--- config.mk ---
export PLATFORM = sky130hd
export DESIGN_NAME = hazard_control_unit
export DESIGN_NICKNAME = d
export VERILOG_FILES = /design/src/rtl/hazard_control_unit.sv
export SDC_FILE = /design/constraint.sdc
export NUM_CORES = 1
export LEC_CHECK = 0
export ABC_CLOCK_PERIOD_IN_PS = 3890
export CAP_MARGIN = 0
export CORE_MARGIN = 1
export CORE_UTILIZATION = 45
export CTS_BUF_LIST = sky130_fd_sc_hd__clkbuf_8
export CTS_CLUSTER_DIAMETER = 50
export DETAILED_ROUTE_END_ITERATION = 10
export PLACE_DENSITY = 0.81
export REMOVE_ABC_BUFFERS = 1
export SYNTH_ARGS = -nofsm -noshare
export SYNTH_HDL_FRONTEND = slang
export SYNTH_SLANG_ARGS = --single-unit
--- constraint.sdc ---
create_clock -name clk_i -period 3.89 [get_ports clk_i]
set_clock_uncertainty 0.1 [all_clocks]
set_input_delay 0.389 -clock clk_i [delete_from_list [all_inputs] [get_ports clk_i]]
set_output_delay 0.389 -clock clk_i [all_outputs]
set_load 0.01 [all_outputs]
--- src/rtl/hazard_control_unit.sv ---
// Hazard controller for the ID-stage bypass network: load-use bubbles, redirect flushes,
// multi-cycle MUL/DIV freezes and debug halt drain/freeze, plus a saturating stall counter.
module hazard_control_unit #(
    parameter int CNT_W        = 32,
    parameter int DRAIN_CYCLES = 4,
    parameter int MD_TIMEOUT   = 64
) (
    input  logic             clk_i,
    input  logic             rst_ni,
    input  logic [4:0]       rs1_id_i,
    input  logic [4:0]       rs2_id_i,
    input  logic             uses_rs1_id_i,
    input  logic             uses_rs2_id_i,
    input  logic             mem_read_ex_i,
    input  logic [4:0]       rd_ex_i,
    input  logic             redirect_ex_i,
    input  logic             muldiv_start_ex_i,
    input  logic             muldiv_done_i,
    input  logic             halt_req_i,
    input  logic             resume_i,
    output logic             stall_if_o,
    output logic             stall_id_o,
    output logic             stall_ex_o,
    output logic             flush_id_o,
    output logic             flush_ex_o,
    output logic             flush_mem_o,
    output logic             halt_ack_o,
    output logic             muldiv_timeout_o,
    output logic [CNT_W-1:0] stall_count_o
);

    localparam int DW = $clog2(DRAIN_CYCLES + 1);
    localparam int MW = $clog2(MD_TIMEOUT + 2);

    typedef enum logic [1:0] {RUN, MD_WAIT, DRAIN, HALTED} state_e;

    state_e           state_q, state_d;
    logic             haltPend_q, haltPend_d;
    logic [DW-1:0]    drainCnt_q, drainCnt_d;
    logic [MW-1:0]    mdCnt_q, mdCnt_d;
    logic             mdTimeout_q, mdTimeout_d;
    logic             haltAck_q;
    logic [CNT_W-1:0] stallCount_q;
    logic             loadUse;
    logic             mdStall;

    assign loadUse = mem_read_ex_i && (rd_ex_i != 5'd0) &&
                     ((uses_rs1_id_i && (rd_ex_i == rs1_id_i)) ||
                      (uses_rs2_id_i && (rd_ex_i == rs2_id_i)));
    assign mdStall = muldiv_start_ex_i && !muldiv_done_i;

    always_comb begin
        stall_if_o  = 1'b0;
        stall_id_o  = 1'b0;
        stall_ex_o  = 1'b0;
        flush_id_o  = 1'b0;
        flush_ex_o  = 1'b0;
        flush_mem_o = 1'b0;
        state_d     = state_q;
        haltPend_d  = haltPend_q;
        drainCnt_d  = drainCnt_q;
        mdCnt_d     = mdCnt_q;
        mdTimeout_d = mdTimeout_q;

        case (state_q)
            RUN, DRAIN: begin
                if (redirect_ex_i) begin
                    flush_id_o = 1'b1;
                    flush_ex_o = 1'b1;
                    if (state_q == DRAIN) begin
                        drainCnt_d = '0;
                    end
                end else if (mdStall) begin
                    stall_if_o  = 1'b1;
                    stall_id_o  = 1'b1;
                    stall_ex_o  = 1'b1;
                    flush_mem_o = 1'b1;
                    state_d     = MD_WAIT;
                    mdCnt_d     = MW'(1);
                end else if (!muldiv_start_ex_i && loadUse) begin
                    stall_if_o = 1'b1;
                    stall_id_o = 1'b1;
                    flush_ex_o = 1'b1;
                end else if (state_q == RUN) begin
                    if (halt_req_i || haltPend_q) begin
                        haltPend_d = 1'b1;
                        state_d    = DRAIN;
                        drainCnt_d = '0;
                    end
                end else if (drainCnt_q == DW'(DRAIN_CYCLES - 1)) begin
                    state_d = HALTED;
                end else begin
                    drainCnt_d = drainCnt_q + DW'(1);
                end
                // Draining keeps fetch frozen and feeds bubbles regardless of any event.
                if (state_q == DRAIN) begin
                    stall_if_o = 1'b1;
                    flush_id_o = 1'b1;
                end
            end
            MD_WAIT: begin
                if (muldiv_done_i) begin
                    state_d = RUN;
                end else begin
                    stall_if_o  = 1'b1;
                    stall_id_o  = 1'b1;
                    stall_ex_o  = 1'b1;
                    flush_mem_o = 1'b1;
                    mdCnt_d     = mdCnt_q + MW'(1);
                    if (mdCnt_q == MW'(MD_TIMEOUT)) begin
                        mdTimeout_d = 1'b1;
                        state_d     = RUN;
                    end
                end
            end
            HALTED: begin
                stall_if_o  = 1'b1;
                stall_id_o  = 1'b1;
                stall_ex_o  = 1'b1;
                flush_mem_o = 1'b1;
                if (resume_i && !halt_req_i) begin
                    state_d = RUN;
                end
            end
            default: state_d = RUN;
        endcase

        if (state_d == HALTED) begin
            haltPend_d = 1'b0;
        end
    end

    // halt_ack follows the next state so it is already high in the first HALTED cycle.
    always_ff @(posedge clk_i or negedge rst_ni) begin
        if (!rst_ni) begin
            state_q      <= RUN;
            haltPend_q   <= 1'b0;
            drainCnt_q   <= '0;
            mdCnt_q      <= '0;
            mdTimeout_q  <= 1'b0;
            haltAck_q    <= 1'b0;
            stallCount_q <= '0;
        end else begin
            state_q     <= state_d;
            haltPend_q  <= haltPend_d;
            drainCnt_q  <= drainCnt_d;
            mdCnt_q     <= mdCnt_d;
            mdTimeout_q <= mdTimeout_d;
            haltAck_q   <= (state_d == HALTED);
            if (stall_if_o && (state_q != HALTED) && (stallCount_q != '1)) begin
                stallCount_q <= stallCount_q + CNT_W'(1);
            end
        end
    end

    assign halt_ack_o       = haltAck_q;
    assign muldiv_timeout_o = mdTimeout_q;
    assign stall_count_o    = stallCount_q;

endmodule

==> summary.json <==
{
  "run_status": {
    "outcome": "completed"
  },
  "timing": {
    "timing_max_transition_violations_final": 0,
    "final_report_setup_violation_count": 0,
    "layout_min_cycle_time_ns": 3.01,
    "grt_setup_unrepaired": "false",
    "max_freq_mhz": 332,
    "timing.final.hold_violations": 0,
    "max-slew-margin-rel_pct": 32.1,
    "tns_ns": 0,
    "worstMarginPinSlew_ns": 1.02,
    "finalHoldWorstSlack_ns": 0.170,
    "final_min_period_over_clock_period_pct": 77.4
  },
  "global_route": {
    "grt_first_pass_wirelength_mm": 10.5,
    "antenna_violations_before_repair": 0,
    "global_route.usage.total_pct": 21.5,
    "pin_count_of_the_biggest_net_entering_global_routing": 48,
    "via_count_of_the_first_global_routing_pass": 2216,
    "grt_total_ovfl": 0
  },
  "drt": {
    "totalWireLength_mm": 5.90,
    "wl_per_cell_um": 14.4,
    "route.detailed.drc": 0,
    "ant_nets": 0,
    "routed-wl-met3_um": 267,
    "met2_wl_post_dr_mm": 2.95,
    "top_signal_layer_used": "met4",
    "drt_first_iter_violations": 131,
    "routed-via-count": 2267,
    "routedLengthMet1_mm": 2.57,
    "drtPass1Iterations": 4,
    "via_per_inst": 5.52
  },
  "power_and_ir_drop": {
    "fin_total_pwr_uw": 1620,
    "power.combinational.fraction_pct": 37.2,
    "switching_share_of_power_pct": 35.7,
    "worst_ir_drop_vdd_v": 0.000469,
    "internal_power_uw": 1040,
    "power_leakage_uw": 0.00151,
    "p_sw_uw": 579,
    "clock_power_share_pct": 19.3,
    "seq_power_share_pct": 43.5,
    "cellPowerDensity_nw_per_um2": 473
  },
  "floorplanning": {
    "effective_utilization_at_floorplan_pct": 47.3,
    "chipHeight_um": 78.5,
    "placement_rows": 27,
    "die_w_um": 78.5,
    "floorplan.core_area_um2": 5570,
    "pin_count": 65,
    "die_area_um2": 6170
  },
  "synth": {
    "total_of_warnings_raised_by_yosys": 0,
    "synthesis.area_um2": 2640,
    "synth_enable_flop_cells": 0,
    "combinational_family_with_the_most_area_after_synthesis": "simple AND/OR/NAND/NOR gates",
    "synth.yosys.seq_area_share_pct": 44.6,
    "post_synth_mux_area_share_pct": 1.71,
    "synth-async-reset-ratio_pct": 100,
    "synth_simple_gate_area_share_pct": 26.2,
    "compound_gate_fraction_of_synth_area_pct": 6.36,
    "yosys_register_bits": 47,
    "synthCells": 275,
    "avgSynthCellArea_um2": 9.58,
    "post_synth_fa_ha_maj_area_fraction_pct": 2.37,
    "synth_xor_area_share_pct": 15.0,
    "ys.flop_type": "dfrtp_1",
    "synth_cell_types": 42
  },
  "critical_path": {
    "worstPathCellList": "clkdlybuf4s50_1 > or4_1 > nor2_1 > nor3b_1 > nand2_1 > a21oi_1 > clkdlybuf4s50_1",
    "crit_path_max_fanout": 7,
    "cp-startpoint": "rd_ex_i[1]",
    "critical_path_class": "in -> out",
    "critical_path_required_ns": 3.40,
    "crit_path_top_delay_cell": "clkdlybuf4s50_1",
    "path_delay_family": "buffers and inverters",
    "crit_arrival_ns": 2.52,
    "critPathBufInv": 2,
    "r2r-start": "stall_count_o[0]$_DFFE_PN0P_",
    "critical-path-max-stage-delay_ns": 0.55,
    "crit_path_most_repeated_cell": "clkdlybuf4s50_1",
    "r2r_setup_slack_ns": 1.19,
    "cp-start-kind": "input pin",
    "worstSetupEndpointType": "primary output"
  },
  "final_layout": {
    "design.final.nets": 368,
    "fillerInstances": 478,
    "drive_gt1_share_pct": 6.49,
    "area.growth.synth_to_final_pct": 30.2,
    "n_antenna_cell": 0,
    "seqCellArea_um2": 1180,
    "final_core_util_pct": 61.6,
    "area_used_by_multi_input_combinational_logic_um2": 1370
  },
  "clocking": {
    "cts_hold_repair_buffers": 0,
    "worstSkewPairLatency_ns": 0.29,
    "cts-htree-levels": 2,
    "clock_path_buffers": 2,
    "clock_sink_count": 47,
    "cts_tree": "done",
    "clock-root-buffer": "clkbuf_8",
    "clkSlewWorstSetupHoldPaths_ns": 0.08,
    "postCtsResizedCells": 0,
    "numCtsBuffers": 5,
    "post-cts-setup-buffer-count": 0
  },
  "placed_design": {
    "io_buffers": 64,
    "gpl.final_weighted_congestion": 0.868,
    "dpl.hpwl_mm": 4.39
  },
  "min_path": {
    "hp-class": "in -> async"
  },
  "job": {
    "maxCapViolations": 0
  }
}
[logic make-up (layout without fill, tap and decap cells)]
| family | after synthesis | after routing |
|---|---|---|
| muxes | 4 | 4 |
| adders and majority gates | 5 | 5 |
| buffers and inverters | 23 | 87 |
| DFF | 47 | 47 |
| xor gates and xnor gates | 45 | 45 |
| AOI/OAI and AO/OA | 24 | 24 |
| and+or+nand+nor | 127 | 127 |
[path summary, 6_finish.rpt]
path	to	cells past startpoint
hold reg to reg	muldiv_timeout_o$_DFFE_PN0P_	2
min in group clk_i	muldiv_timeout_o$_DFFE_PN0P_	2
setup / recovery	flush_ex_o	7
hold / removal	stall_count_o[15]$_DFFE_PN0P_	1
setup reg to reg	stall_count_o[1]$_DFFE_PN0P_	7
max in group asynchronous	stall_count_o[20]$_DFFE_PN0P_	1
[synthesized netlist by cell type (2+ instances only)]
| library cell | n | area share (%) |
|---|---|---|
| dfrtp_1 | 47 | 45 |
| xor2_1 | 30 | 10 |
| nor2_1 | 21 | 3.0 |
| nand2_1 | 20 | 2.8 |
| nor3_1 | 19 | 3.6 |
| nand3_1 | 15 | 2.8 |
| xnor2_1 | 15 | 5.0 |
| inv_1 | 14 | 2.0 |
| nor4_1 | 13 | 3.1 |
| nand4_1 | 11 | 2.6 |
| a21oi_1 | 8 | 1.5 |
| and3_1 | 5 | 1.2 |
| buf_2 | 5 | 0.95 |
| ha_1 | 5 | 2.4 |
| and4_1 | 4 | 1.3 |
| mux2_2 | 4 | 1.7 |
| nand2b_1 | 4 | 0.95 |
| o21ai_0 | 4 | 0.76 |
| o22ai_1 | 3 | 0.71 |
| buf_4 | 2 | 0.57 |
| clkbuf_1 | 2 | 0.29 |
| nor3b_1 | 2 | 0.57 |
| or3_1 | 2 | 0.47 |
| or4_1 | 2 | 0.57 |
[metrics by stage]
stage	instances	area [um2]	setup WS, ns
CTS	411	3430	0.872
global route	411	3430	0.722
global placement	403	3330	0.937
detailed placement	403	3330	0.890
finish	411	3430	0.878
floorplan	266	2590	0.920
[routing by layer]
metal  vias up  GRT usage, %
met5         -             0
met4         0          7.59
met3        13          4.07
met2        61          35.7
met1      1088          27.9
li1       1105             -
[cell usage in the layout, fill, tap and decap left out, types with 5 or more instances in the layout]
cell,synthesis,routed
clkdlybuf4s50_1,0,63
dfrtp_1,47,47
xor2_1,30,30
nor2_1,21,21
nand2_1,20,20
nor3_1,19,19
xnor2_1,15,15
inv_1,14,15
nand3_1,15,15
nor4_1,13,13
nand4_1,11,11
a21oi_1,8,8
clkbuf_8,0,7
and3_1,5,5
ha_1,5,5
[state kept, by name, summed over array words and instances, names as in the netlist]
| signal | flops |
|---|---|
| drainCnt_q | 3 |
| haltPend_q | 1 |
| halt_ack_o | 1 |
| mdCnt_q | 7 |
| muldiv_timeout_o | 1 |
| stall_count_o | 32 |
| state_q | 2 |
[power groups by stage]
stage / registers [uW] / logic, uW / clock network (uW)
detailed placement: 713 / 609 / 0
floorplan: 707 / 316 / 0
CTS: 706 / 612 / 325
finish: 706 / 604 / 313
global route: 726 / 667 / 339
global placement: 707 / 595 / 0
[cell type report]
class | count | area share [%]
clock buffers | 7 | 2.81
repair buffers | 65 | 18.7
well taps | 72 | 2.62
flip-flops and latches | 47 | 34.3
multi-input cells | 205 | 39.9
clock inverters | 1 | 0.109
inverters | 14 | 1.53
[worst reg2reg max path, cell delays in order (launching register included)]
cell and delay, ns:
dfrtp_1 0.43, ha_1 0.18, nand3_1 0.15, nor2b_1 0.37, and3_1 0.34, a22o_2 0.56
nor2_1 0.16, mux2_2 0.30
Note: power is estimated with default switching activity, not from simulation.
